## config.mk

```make
export PLATFORM = sky130hd
export DESIGN_NAME = key_event_scheduler
export DESIGN_NICKNAME = d
export VERILOG_FILES = /design/src/rtl/key_evt_pkg.sv /design/src/rtl/key_evt_fsm.sv /design/src/rtl/key_event_scheduler.sv
export SDC_FILE = /design/constraint.sdc
export NUM_CORES = 1
export LEC_CHECK = 0
export ABC_AREA = 1
export CORE_MARGIN = 2
export CORE_UTILIZATION = 65
export DETAILED_ROUTE_END_ITERATION = 16
export DONT_BUFFER_PORTS = 1
export HOLD_SLACK_MARGIN = 0.05
export PLACE_DENSITY = 0.92
export SYNTH_ARGS = -nofsm -noshare
export SYNTH_HDL_FRONTEND = slang
export SYNTH_SLANG_ARGS = --single-unit
```

## constraint.sdc

```tcl
create_clock -name clk -period 4.4 [get_ports clk]
set_input_delay 0.66 -clock clk [delete_from_list [all_inputs] [get_ports clk]]
set_output_delay 0.66 -clock clk [all_outputs]
set_load 0.03 [all_outputs]
```

## src/rtl/key_evt_pkg.sv

```systemverilog
// rtl/key_evt_pkg.sv - shared event-type and key-state encodings for the key event scheduler
//
// Purpose: 2-bit event codes carried on evt_type and the per-key timing FSM states.
package key_evt_pkg;

  typedef enum logic [1:0] {
    EVT_PRESS   = 2'd0,
    EVT_RELEASE = 2'd1,
    EVT_LONG    = 2'd2,
    EVT_REPEAT  = 2'd3
  } evt_type_e;

  typedef enum logic [1:0] {
    ST_IDLE = 2'd0,
    ST_HELD = 2'd1,
    ST_RPT  = 2'd2
  } key_state_e;

endpackage

```

## src/rtl/key_evt_fsm.sv

```systemverilog
// rtl/key_evt_fsm.sv - per-key press/long/repeat timing FSM with a one-deep pending event slot
//
// Purpose: detects edges on one debounced key level, times the hold in ms ticks
// and posts PRESS/RELEASE/LONG/REPEAT into a single pending slot.
// Ports:
//   clk, resetn   clock, asynchronous active-low reset
//   key_pressed   debounced key level (1 = pressed)
//   tick          one-cycle 1 ms strobe
//   grant         arbiter is taking this key's pending event this cycle
//   pend_v        pending slot holds an event
//   pend_type     event code of the pending slot
//   lost          one-cycle pulse: a pending event was overwritten before grant
module key_evt_fsm #(
  parameter int LONG_MS   = 1000,
  parameter int REPEAT_MS = 200
) (
  input  logic       clk,
  input  logic       resetn,
  input  logic       key_pressed,
  input  logic       tick,
  input  logic       grant,
  output logic       pend_v,
  output logic [1:0] pend_type,
  output logic       lost
);
  import key_evt_pkg::*;

  localparam logic [15:0] LONG_V = 16'(LONG_MS);
  localparam logic [15:0] REP_V  = 16'(REPEAT_MS);

  key_state_e  state;
  logic        key_prev;
  logic [15:0] ms_cnt;
  logic [15:0] ms_nxt;
  logic        rise;
  logic        fall;
  logic        post;
  logic [1:0]  post_type;

  assign rise   = key_pressed & ~key_prev;
  assign fall   = ~key_pressed & key_prev;
  assign ms_nxt = ms_cnt + 16'd1;

  // Release is checked before the tick so it wins over a LONG/REPEAT in the same cycle.
  always_comb begin
    post      = 1'b0;
    post_type = EVT_PRESS;
    case (state)
      ST_IDLE: begin
        if (rise) begin
          post      = 1'b1;
          post_type = EVT_PRESS;
        end
      end
      ST_HELD: begin
        if (fall) begin
          post      = 1'b1;
          post_type = EVT_RELEASE;
        end else if (tick && ms_nxt == LONG_V) begin
          post      = 1'b1;
          post_type = EVT_LONG;
        end
      end
      ST_RPT: begin
        if (fall) begin
          post      = 1'b1;
          post_type = EVT_RELEASE;
        end else if (tick && ms_nxt == REP_V) begin
          post      = 1'b1;
          post_type = EVT_REPEAT;
        end
      end
      default: ;
    endcase
  end

  always_ff @(posedge clk or negedge resetn) begin
    if (!resetn) begin
      state     <= ST_IDLE;
      key_prev  <= 1'b0;
      ms_cnt    <= 16'd0;
      pend_v    <= 1'b0;
      pend_type <= EVT_PRESS;
      lost      <= 1'b0;
    end else begin
      key_prev <= key_pressed;
      case (state)
        ST_IDLE: begin
          if (rise) begin
            ms_cnt <= 16'd0;
            state  <= ST_HELD;
          end
        end
        ST_HELD: begin
          if (fall) begin
            state <= ST_IDLE;
          end else if (tick) begin
            if (ms_nxt == LONG_V) begin
              ms_cnt <= 16'd0;
              state  <= ST_RPT;
            end else begin
              ms_cnt <= ms_nxt;
            end
          end
        end
        ST_RPT: begin
          if (fall) begin
            state <= ST_IDLE;
          end else if (tick) begin
            ms_cnt <= (ms_nxt == REP_V) ? 16'd0 : ms_nxt;
          end
        end
        default: state <= ST_IDLE;
      endcase

      // A post in the grant cycle refills the slot the arbiter is emptying: no loss.
      lost <= post & pend_v & ~grant;
      if (post) begin
        pend_v    <= 1'b1;
        pend_type <= post_type;
      end else if (grant) begin
        pend_v <= 1'b0;
      end
    end
  end

endmodule

```

## src/rtl/key_event_scheduler.sv

```systemverilog
// rtl/key_event_scheduler.sv - serialises timed key events from NUM_KEYS keys onto one valid/ready port
//
// Purpose: 1 ms tick divider, one key_evt_fsm per key, round-robin arbiter and
// registered event output.
// Ports:
//   clk, resetn           clock, asynchronous active-low reset
//   key_pressed[N]        debounced key levels
//   evt_valid/evt_ready   event handshake
//   evt_key               index of the key for the presented event
//   evt_type              0 PRESS, 1 RELEASE, 2 LONG, 3 REPEAT
//   evt_lost              one-cycle pulse when any pending event is overwritten
module key_event_scheduler #(
  parameter int NUM_KEYS  = 4,
  parameter int CLK_FREQ  = 50_000_000,
  parameter int LONG_MS   = 1000,
  parameter int REPEAT_MS = 200,
  localparam int KW = (NUM_KEYS > 1) ? $clog2(NUM_KEYS) : 1
) (
  input  logic                clk,
  input  logic                resetn,
  input  logic [NUM_KEYS-1:0] key_pressed,
  output logic                evt_valid,
  input  logic                evt_ready,
  output logic [KW-1:0]       evt_key,
  output logic [1:0]          evt_type,
  output logic                evt_lost
);
  import key_evt_pkg::*;

  localparam int DIV = CLK_FREQ / 1000;
  localparam int TW  = (DIV > 1) ? $clog2(DIV) : 1;
  localparam logic [TW-1:0] TICK_LAST = TW'(DIV - 1);

  logic [TW-1:0]       tick_cnt;
  logic                tick;
  logic [NUM_KEYS-1:0] pend_v;
  logic [1:0]          pend_type [NUM_KEYS];
  logic [NUM_KEYS-1:0] lost_vec;
  logic [NUM_KEYS-1:0] grant;
  logic [KW-1:0]       last_grant;
  logic [KW-1:0]       sel;
  logic                found;
  logic                load;

  assign tick = (tick_cnt == TICK_LAST);

  always_ff @(posedge clk or negedge resetn) begin
    if (!resetn) begin
      tick_cnt <= '0;
    end else if (tick) begin
      tick_cnt <= '0;
    end else begin
      tick_cnt <= tick_cnt + 1'b1;
    end
  end

  for (genvar i = 0; i < NUM_KEYS; i++) begin : g_key
    key_evt_fsm #(
      .LONG_MS   (LONG_MS),
      .REPEAT_MS (REPEAT_MS)
    ) u_fsm (
      .clk         (clk),
      .resetn      (resetn),
      .key_pressed (key_pressed[i]),
      .tick        (tick),
      .grant       (grant[i]),
      .pend_v      (pend_v[i]),
      .pend_type   (pend_type[i]),
      .lost        (lost_vec[i])
    );
  end

  assign evt_lost = |lost_vec;
  assign load     = ~evt_valid | evt_ready;

  // Round-robin: first pending key starting one past the last grant, wrapping.
  always_comb begin
    int j;
    j     = 0;
    found = 1'b0;
    sel   = '0;
    for (int off = 1; off <= NUM_KEYS; off++) begin
      j = int'(last_grant) + off;
      if (j >= NUM_KEYS) j = j - NUM_KEYS;
      if (!found && pend_v[KW'(j)]) begin
        found = 1'b1;
        sel   = KW'(j);
      end
    end
  end

  always_comb begin
    grant = '0;
    if (load && found) grant[sel] = 1'b1;
  end

  always_ff @(posedge clk or negedge resetn) begin
    if (!resetn) begin
      evt_valid  <= 1'b0;
      evt_key    <= '0;
      evt_type   <= EVT_PRESS;
      last_grant <= KW'(NUM_KEYS - 1);
    end else if (load) begin
      if (found) begin
        evt_valid  <= 1'b1;
        evt_key    <= sel;
        evt_type   <= pend_type[sel];
        last_grant <= sel;
      end else begin
        evt_valid <= 1'b0;
      end
    end
  end

endmodule

```

# Yosys cells after proc, flatten, opt, wreduce, memory -nomap -nowiden
# Index checks and enable logic that the tools add are counted.
# totals
regBits,115
in_bits,7
output_inout_bits,6
# op_classes
n_addsub,13
n_lt_le_gt_ge,11
n_eq_ne,49
muxes,140
n_bitwise,31
reduce_logical,38
# op_table
operator,count
2-to-1 mux 16 bit,29
case mux 16 bit (3 select lines),4
2-to-1 mux 2 bit,46
adder 16 x 1 -> 16 bit (second input constant),5
equality test 16 x 10 -> 1 bit (second input constant),4
equality test 16 x 8 -> 1 bit (second input constant),4
2-to-1 mux 1 bit,42
!= test 2 bit (second input constant),14
case mux 2 bit (3 select lines),4
AND reduction 6 bit,4
!= test 2 x 1 -> 1 bit (second input constant),10
bitwise AND 1 bit,16
equality test 16 bit (second input constant),1
less-than comparator 2 x 4 -> 1 bit (second input constant),4
case mux 2 bit (2 select lines),4
AND reduction 4 bit,4
!= test 3 x 1 -> 1 bit (second input constant),5
logical AND 1 bit,13
NOT 1 bit,13
>= comparator 3 bit (second input constant),4
case mux 1 bit (3 select lines),4
nonzero test 3 bit,4
!= test 3 x 2 -> 1 bit (second input constant),3
binary-select mux 1 bit (select 2 bit),4
other kinds (19),37

# Longest topological paths before layout
# depth
ltp_word,23
depth_mapped,18
mapped_depth_nobuf,18

# Cells and area by module
# From an unflattened synthesis, not the netlist that was laid out.
# hier_totals
cells_unflattened,1156
area_unflattened_um2,7970.1
# by_module_without_submodules
module,instances,cells_each,area_per_inst_um2,seq_area_each_um2
key_evt_fsm at g_key[1].u_fsm ...,2,240,1641.6,575.6
key_evt_fsm at g_key[0].u_fsm,1,237,1617.8,575.6
key_evt_fsm at g_key[3].u_fsm,1,239,1616.6,575.6
key_event_scheduler,1,200,1452.6,578.1

# Worst setup path before layout
# No wires, ideal clock.
# synth_timing
path_type,register to register
from,reg g_key[0].u_fsm.ms_cnt[0]
to,reg g_key[0].u_fsm.ms_cnt[12]
setup_ns,0.132
arrival_ns,1.900
required_ns,4.268
slack_ns,2.368
stages_incl_launch_ff,14
path_cell_list,dfrtp_1 ha_1 nand2_1 nor2_2 nand3_1 xor2_1 nand2_1 nor2_4 nand2_1 nand2_1 o21ai_2 nand3_2 buf_6 o22ai_2
# synth_via
elab_chain_cells,6
elab_cells_between_ends,10
cone_classes,1 x add/sub; 2 x eq/ne; 7 x mux
# synth_lines
item,line_no,rtl
start: declaration,key_evt_fsm.sv:33,logic [15:0] ms_cnt;
start signal: assignment,key_evt_fsm.sv:102,ms_cnt <= ms_nxt;
start signal: assignment,key_evt_fsm.sv:110,ms_cnt <= (ms_nxt == REP_V) ? 16'd0 : ms_nxt;
adder 16 x 1 -> 16 bit (*),key_evt_fsm.sv:42,assign ms_nxt = ms_cnt + 16'd1;
equality test 16 x 8 -> 1 bit or equality test 16 x 10 -> 1 bit (tied branches),"key_evt_fsm.sv:110, key_evt_fsm.sv:98",
"2-to-1 mux 16 bit, on equally long branches","key_evt_fsm.sv:110, key_evt_fsm.sv:98",
"2-to-1 mux 16 bit, on equally long branches","key_evt_fsm.sv:109, key_evt_fsm.sv:97",
"2-to-1 mux 16 bit, on equally long branches","key_evt_fsm.sv:107, key_evt_fsm.sv:95",
case mux 16 bit (3 select lines) (*),key_evt_fsm.sv:87,case (state)
# Mark *: on every way between the ends. The rest lies on a longest branch, timed or not. The select of a mux whose other input is x is not followed.
# A chain may end at the register's enable or synchronous reset.

# Final worst setup path
# layout_timing
from,reg tick_cnt[0]
to,reg g_key[0].u_fsm.ms_cnt[10]
# layout_via
elab_chain_cells,3
elab_cells_between_ends,4
cone_classes,3 x eq/ne; 1 x reduce/logical
# layout_lines
item,line_no,rtl
start: declaration,key_event_scheduler.sv:34,logic [TW-1:0] tick_cnt;
start signal: assignment,key_event_scheduler.sv:53,tick_cnt <= tick_cnt + 1'b1;
equality test 16 bit (*),key_event_scheduler.sv:45,assign tick = (tick_cnt == TICK_LAST);
!= test 2 x 1 -> 1 bit (no source line),n/a,
AND reduction 6 bit (no source line) (*),n/a,
# Mark *: on every way between the ends. The rest lies on a longest branch, timed or not.

==> out/results.ini <==
[yosys]
synth-warning-count=0
seq_area_frac_synth=0.367
synth_nets=1150
synth_top_area_cell=dfrtp_1
synth_top_area_share=0.360
synth_seq_cells=115
netlist_area_um2=7860
synth_area_leaders=dfrtp_1 (36%), nand2_1 (16%), inv_1 (7.0%)
syn_avg_cell_area_um2=7.01
synth.distinct_cells=41
netlist_instances=1121

[setup_path]
crit_slowest_cell=inv_1
slowest_delay_ns=0.57
r2r_start=tick_cnt[0]
worst-path-buf-inv=2
reg2reg_depth=9
crit_family=simple AND/OR/NAND/NOR gates
path_cells=ha_1 > nand2_1 > nor2_1 > nand3_1 > inv_2 > o2111ai_1 > inv_1 > nand3_2 > o21ai_0
cp.arrival_ns=3.55
worstSetupPathType=flop to flop
crit_path_end_kind=flop
r2r-end=g_key[0].u_fsm.ms_cnt[10]
required_ns=4.73
path_max_fanout=20
worstSetupStartpointType=flop
regToRegSetupSlack_ns=1.18

[sta]
fin_ws_ns=1.18
finalHoldViolCount=0
maxSlewViolCount=0
hold-worst-slack_ns=0.0778
worstMarginPinSlew_ns=0.807
clock_skew_ns=0.0107
fin_crit_ns=3.22
slew_headroom=0.462
grt_setup_unrepaired=no
finalSetupViolCount=0
fmax_mhz=310
fin_tns_setup_ns=0
post-route-period-util=0.732

[final_layout]
final_cell_mix=nand2_1 (343), inv_1 (146), nor2_1 (121), dfrtp_1 (113), nand3_1 (106)
fin_util=0.729
fin_area_um2=8680
stdcell_count=1289
final_common_cell=nand2_1
diodes=0
final_nets=1158
n_fill_cell=905
syn_to_final_growth_pct=10.4
layout-drive-gt1-share=0.122

[power_and_ir_drop]
powerDensity_nw_per_um2=535
power_switching_mw=1.88
p_seq_frac=0.299
swShare=0.404
combPwrFrac=0.356
leakage_nw=4.02
p_int_mw=2.77
ir_worst_vdd_v=0.000451
clkPwrFrac=0.345
power_mw=4.64

[die]
core_um2=11900
ioPinCount=13
die_x_um=114
die_area_um2=13000
start_util=0.660
rows=40
fp.dieH_um=114

[route]
drt-vias-per-instance=5.67
drtIter0Drc=753
wl_met2_um=8980
ant_nets=0
vias=7310
drc=0
dr.pass1.iters=6
wire_per_inst_um=13.9
highest_layer=met4
routed_wl_um=17900
wl_met3_um=1100
wl_met1_um=7440

[place]
io_buffers=0
placed_cell_area_um2=7970
dp_cells=1256
gp_congestion=0.875
dp_hpwl_um=12000
dp_slack_ns=1.22

[clock_tree]
cts.path.max_buffers=2
cts_root_buf=clkbuf_16
post-cts-setup-buffers=0
cts-resized-gates=0
htreeDepth=4
cts_hold_buf=1
numCtsBuffers=17
cts.sinks=115
clk_latency_ns=0.43
tritoncts=yes
clk_pin_slew_worst_paths_ns=0.05

[min_path]
hp-class=input port to asynchronous set/reset pin

[global_route]
grt_max_degree=114
antenna_found_initial=0
grt_pass1_vias=7153
grt_pass1_wl_um=30900
overflow=0
grt.total_usage=0.295

[job]
drv_cap=0

[run_status]
status=finished clean

[synth_stat cells (all sizes together)]
cell and count:
nor3 4, nand3b 5, o211ai 4, nand2 369, o31ai 1, o22ai 31
nand4 32, xnor2 4, o221ai 1, xor2 7, clkbuf 2, a31oi 1
nand3 113, a21oi 21, or4 1, nor2 153, ha 22, dfrtp 113
o21bai 1, dfstp 2, inv 154, nor4 3, a211oi 1, o21ai 61
o2111ai 2, buf 13
[layout make-up]
type	count	area [µm²]	share of cell area
clock buffers	19	453	0.0522
inverters	154	578	0.0666
flip-flops and latches	115	2880	0.332
clock inverters	13	230	0.0265
well taps	147	184	0.0212
repair buffers	4	50.0	0.00577
multi-input cells	837	4300	0.496
[power by group through the flow]
stage / combinational (mW) / sequential [mW] / clock [mW]
final: 1.65 / 1.39 / 1.60
after global routing: 1.88 / 1.41 / 1.65
after CTS: 1.65 / 1.39 / 1.61
after detailed placement: 1.59 / 1.40 / 0
after global placement: 1.54 / 1.40 / 0
after floorplan: 1.31 / 1.36 / 0
[cell families after synthesis]
| logic type | Yosys count | share of synthesized area |
|---|---|---|
| adders and majority gates | 22 | 0.0350 |
| xor gates and xnor gates | 11 | 0.0142 |
| and+or+nand+nor | 680 | 0.392 |
| AOI/OAI and AO/OA | 124 | 0.106 |
| buffers and inverters | 169 | 0.0860 |
| DFF | 115 | 0.367 |
[flip-flops by register name, summed over array words and instances (netlist names), 4 cells and up]
name                   count
g_key.u_fsm.key_prev       4
g_key.u_fsm.pend_type      8
tick_cnt                  16
g_key.u_fsm.pend_v         4
g_key.u_fsm.lost           4
g_key.u_fsm.state          8
g_key.u_fsm.ms_cnt        64
[how the worst max path moves through the flow]
stage / slack, ns / start / cells after the start / end
2_1_floorplan: 2.37 / g_key[0].u_fsm.ms_cnt[0] / 13 / g_key[0].u_fsm.ms_cnt[12]
3_3_place_gp: 1.49 / tick_cnt[0] / 9 / g_key[0].u_fsm.ms_cnt[1]
3_5_place_dp: 1.22 / tick_cnt[0] / 9 / g_key[0].u_fsm.ms_cnt[10]
4_1_cts: 1.17 / tick_cnt[0] / 9 / g_key[0].u_fsm.ms_cnt[10]
5_1_grt: 0.88 / tick_cnt[0] / 9 / g_key[0].u_fsm.ms_cnt[10]
6_report: 1.18 / tick_cnt[0] / 9 / g_key[0].u_fsm.ms_cnt[10]
[layer usage]
layer  global-route usage  vias to the layer above
li1                     -                     3636
met1                0.353                     3365
met5                    0                        -
met2                0.503                      252
met3               0.0723                       57
met4                0.133                        0
No activity file was read; power rests on OpenSTA's default activity.
